$ cat src/rtl/ul4_arbiter.sv
// Two-requester arbiter for the shared 4-bit logic unit. Results come out two edges after
// acceptance; a response is held while res_ready=0 and both requesters stall until it drains.

module ul4 (
  input  logic [1:0] op,
  input  logic [3:0] a,
  input  logic [3:0] b,
  output logic [3:0] y
);
  always_comb begin
    case (op)
      2'b00:   y = a & b;
      2'b01:   y = a | b;
      2'b10:   y = a ^ b;
      default: y = ~a;
    endcase
  end
endmodule

module ul4_arbiter #(
  parameter int PRIO_MODE = 0
) (
  input  logic       clk,
  input  logic       reset,
  input  logic       req0_valid,
  output logic       req0_ready,
  input  logic [1:0] req0_op,
  input  logic [3:0] req0_a,
  input  logic [3:0] req0_b,
  input  logic       req1_valid,
  output logic       req1_ready,
  input  logic [1:0] req1_op,
  input  logic [3:0] req1_a,
  input  logic [3:0] req1_b,
  output logic       res_valid,
  input  logic       res_ready,
  output logic       res_id,
  output logic [3:0] res_out,
  output logic       res_zero,
  output logic       busy
);

  typedef enum logic [1:0] {IDLE, EXEC, RESP} state_t;

  typedef struct packed {
    logic [1:0] op;
    logic [3:0] a;
    logic [3:0] b;
    logic       id;
  } req_t;

  state_t     state, state_nxt;
  req_t       req_q;
  logic       last_id;
  logic       grant;
  logic       xfer;
  logic [3:0] ul4_y;

  // Round-robin favours whoever did not finish last; fixed priority always favours req0.
  always_comb begin
    grant = 1'b0;
    if (req0_valid && req1_valid)
      grant = (PRIO_MODE != 0) ? 1'b0 : ~last_id;
    else if (req1_valid)
      grant = 1'b1;
  end

  assign req0_ready = (state == IDLE) && req0_valid && !grant;
  assign req1_ready = (state == IDLE) && req1_valid && grant;
  assign xfer       = req0_ready || req1_ready;
  assign res_valid  = (state == RESP);
  assign busy       = (state != IDLE);

  ul4 u_ul4 (
    .op (req_q.op),
    .a  (req_q.a),
    .b  (req_q.b),
    .y  (ul4_y)
  );

  always_comb begin
    state_nxt = state;
    case (state)
      IDLE:    if (xfer) state_nxt = EXEC;
      EXEC:    state_nxt = RESP;
      RESP:    if (res_ready) state_nxt = IDLE;
      default: state_nxt = IDLE;
    endcase
  end

  always_ff @(posedge clk) begin
    if (reset) begin
      state    <= IDLE;
      req_q    <= '0;
      res_out  <= 4'd0;
      res_zero <= 1'b0;
      res_id   <= 1'b0;
      last_id  <= 1'b1;
    end else begin
      state <= state_nxt;
      if (xfer)
        req_q <= grant ? {req1_op, req1_a, req1_b, 1'b1}
                       : {req0_op, req0_a, req0_b, 1'b0};
      if (state == EXEC) begin
        res_out  <= ul4_y;
        res_zero <= (ul4_y == 4'd0);
        res_id   <= req_q.id;
      end
      // Fairness history advances only once the consumer has taken the result.
      if (state == RESP && res_ready)
        last_id <= res_id;
    end
  end

endmodule
$ cat config.mk
export PLATFORM = sky130hd
export DESIGN_NAME = ul4_arbiter
export DESIGN_NICKNAME = d
export VERILOG_FILES = /design/src/rtl/ul4_arbiter.sv
export SDC_FILE = /design/constraint.sdc
export NUM_CORES = 1
export LEC_CHECK = 0
export BUFFER_PORTS_ARGS = -buffer_cell sky130_fd_sc_hd__buf_2
export CORE_UTILIZATION = 49
export DETAILED_ROUTE_END_ITERATION = 12
export PLACE_DENSITY_LB_ADDON = 0.12
export SETUP_SLACK_MARGIN = 0.4
export SYNTH_ARGS = -nofsm -noshare
export SYNTH_HDL_FRONTEND = slang
export SYNTH_SLANG_ARGS = --single-unit
$ cat constraint.sdc
create_clock -name clk -period 1.6 [get_ports clk]
set_clock_uncertainty 0.1 [all_clocks]
set_input_delay 0.16 -clock clk [delete_from_list [all_inputs] [get_ports clk]]
set_output_delay 0.16 -clock clk [all_outputs]
set_load 0.005 [all_outputs]
==> metrics <==
Detailed Routing Iterations Pass 1=4; drt drc=0; CP Depth=5; Setup crit end=res_zero$_SDFFE_PP0N_; Power Internal=1000 uW; WL/cell=15.9 um; Design Power=1.48 mW; Sw Share=0.324; cell taking the most area after synthesis=dfxtp_1; dpl cells=176; cells on worst reg2reg path=5; P_sw=480 uW; Ys Warns=0; area grow syn2layout=50.8%; WP data required=1.74 ns; vias in the first global route=1,010; Adder-Cell Fraction of Synth Area=0.0907; Peak Freq=0.632 GHz; first-pass GRT wire length=4.62 mm; DRT antenna net count=0; critical path's largest stage delay=0.48 ns; critical-path cell list=inv_2, ha_4, mux4_2, nand3b_1, o32ai_1; mux cell area share after synthesis=0.180; clock root cell=clkbuf_4; Synth Cell Area=0.00110 sq mm; combinational power share=0.375; CTS buffer count=3; hold_sp=res_ready; slew of the pin with the lowest slew margin=0.412 ns; clk_lat worst skew=0.33 ns; fin nets=206; worst setup path start=req_q[3]$_SDFFE_PP0P_; Leak=0.756 nW; R2R Setup Slk=0.02 ns; fin worst setup slack=0.0184 ns; Slew Limit Fails=0; DP HPWL=1.54 mm; main combinational cell family by area after synthesis=multiplexers; status=finished clean; gpl congestion=0.751; Synth Net Count=151; Crit path buffers/inverters=1; Congestion Overflow GR=0; Util after Layout=0.815; DRT Wirelength=3.17 mm; Clock Sinks=20; # IOs=35; initial antenna violation count=0; GRT Total Usage=0.250; delay-heaviest family, CP=multiplexers; via count=1,076; largest net degree at the start of global routing=22; sequential fraction of the synthesis area=0.363; Post-Place Worst Slack=0.0290 ns; CP Launch Type=flop; Synth Area in Compound Gates=0.158; top post-synthesis cells by area=dfxtp_1 36%, mux2i_1 11%, a211oi_1 9.5%; HP Class=in2reg; final setup violation count=0; minimum period implied by the final worst setup slack=1.58 ns; max cap viols=0; Reg power frac=0.409; core area=0.00204 sq mm; slew margin rel.=0.725; Synth Area in Simple Gates=0.107; Crit-path slowest cell=mux4_2; kind of critical path=reg2reg; Seq cells post-synth=20; top cell type's share of synthesized area=0.363; Post-Synth XOR/XNOR Area=0; Post-DP Area=0.00133 sq mm; # rows=16; critical path arrival=1.72 ns; maximum clock insertion buffer count=2; RSZ-0062 raised after global routing=true; Syn Area/Cell=9.35 sq um; starting density of the core=0.540; worst vdd ir=0.934 mV; clock share of power=0.216; die area=0.00245 sq mm; Critical R2R Launch=req_q[3]$_SDFFE_PP0P_; Netlist cell types=24; Final Cycle Share=0.989; Final Cell Area=0.00166 sq mm; initial drt markers=26; Port Buf Inserts=34; Hold Vio Cnt, Final=0; CTS Hold Bufs=0; Antenna Diode Count=0; clock slew at reported path FFs=0.12 ns; share of layout cells above drive strength 1=0.599; worst hold slack=0.00672 ns; PD cells=889 mW/mm^2; CTS tree=done; Non-Filler Instances=199; die boundary height=49.5 um; crit end category=flop; Mapped Cells=118; worst-path maximum fanout=2; vias per cell=5.41; setup TNS=0 ns; Die W=49.5 um; CTS H-tree lvls=1; reg2reg end=res_zero$_SDFFE_PP0N_
==> power groups by stage <==
stage | Combinational (mW) | Clock, mW | Sequential, mW
after floorplan | 0.265 | 0 | 0.597
final | 0.554 | 0.320 | 0.605
after global routing | 0.599 | 0.343 | 0.610
after CTS | 0.495 | 0.302 | 0.597
after global placement | 0.335 | 0 | 0.608
after detailed placement | 0.351 | 0 | 0.612
==> area by class of cell <==
| type | count | area, sq um |
|---|---|---|
| timing repair buffer | 58 | 424 |
| multi-input combinational | 74 | 696 |
| tap | 27 | 33.8 |
| inverter | 16 | 60.1 |
| clock buffer | 4 | 36.3 |
| fill | 145 | 378 |
| sequential | 20 | 414 |
==> worst min-delay path by stage <==
| stage | endpoint | slack, ns | cells past startpoint |
|---|---|---|---|
| after CTS | last_id$_SDFFE_PP1P_ | 0.03 | 2 |
| final | last_id$_SDFFE_PP1P_ | 0.007 | 2 |
| after global placement | last_id$_SDFFE_PP1P_ | 0.33 | 2 |
| after global routing | last_id$_SDFFE_PP1P_ | 0.009 | 2 |
| after detailed placement | last_id$_SDFFE_PP1P_ | 0.34 | 2 |
| after floorplan | last_id$_SDFFE_PP1P_ | 0.22 | 1 |
==> state kept, by name, summed over array words and instances (netlist names) <==
| signal | flops |
|---|---|
| last_id | 1 |
| req_q | 11 |
| res_id | 1 |
| res_out | 4 |
| res_zero | 1 |
| state | 2 |
==> synthesized netlist by cell type <==
| cell | count |
|---|---|
| o32ai_1 | 1 |
| mux4_2 | 3 |
| inv_1 | 16 |
| a311o_1 | 1 |
| clkbuf_1 | 2 |
| nand2_1 | 1 |
| nor2_1 | 20 |
| a21boi_2 | 1 |
| a21boi_0 | 1 |
| and2_1 | 1 |
| ha_1 | 8 |
| a211oi_1 | 14 |
| mux2i_1 | 12 |
| o21a_1 | 1 |
| a21oi_1 | 3 |
| buf_6 | 2 |
| mux2_2 | 1 |
| nand3b_1 | 1 |
| dfxtp_1 | 20 |
| nor2b_1 | 3 |
| nand2b_1 | 1 |
| buf_2 | 3 |
| buf_4 | 1 |
| a211o_1 | 1 |
==> logic make-up after synthesis <==
group / count (synthesis)
AND/OR/NAND/NOR: 27
buffers and inverters: 24
AO/OA/AOI/OAI: 23
flip-flops: 20
multiplexers: 16
adder cells (fa/ha/maj): 8
==> per-layer routing <==
layer  up-vias  global-route usage  part of all wire
li1        510                   -                 -
met2        47               0.443              0.49
met4         0               0.100             0.029
met5         -                   0                 0
met3        11              0.0525             0.062
met1       508               0.291              0.41
==> worst reg2reg max path, stage by stage (launching register included) <==
cell and delay, ns:
dfxtp_2 0.37, inv_2 0.05, ha_4 0.23, mux4_2 0.48, nand3b_1 0.18, o32ai_1 0.10
==> layout by cell type, fill, tap and decap left out, types with 2 or more instances in the layout <==
cell / synthesis / routed
buf_2: 3 / 33
nor2_1: 20 / 19
buf_4: 1 / 12
mux2i_1: 12 / 11
a211oi_1: 14 / 11
dfxtp_2: 0 / 11
buf_6: 2 / 10
inv_2: 0 / 9
dfxtp_1: 20 / 9
inv_1: 16 / 7
ha_1: 8 / 4
mux4_2: 3 / 3
a211oi_2: 0 / 3
ha_4: 0 / 3
clkbuf_4: 0 / 3
nor2b_4: 0 / 2
a21oi_2: 0 / 2
==> what timing repair did <==
action	4_1_cts	5_1_grt
cloned	3	1
gates resized for setup	34	7
pin swaps	9	11
hold endpoints to repair	0	0
endpoints found under the setup margin	21	23
setup buffers	12	3
Power figures use the tool's default switching activity.
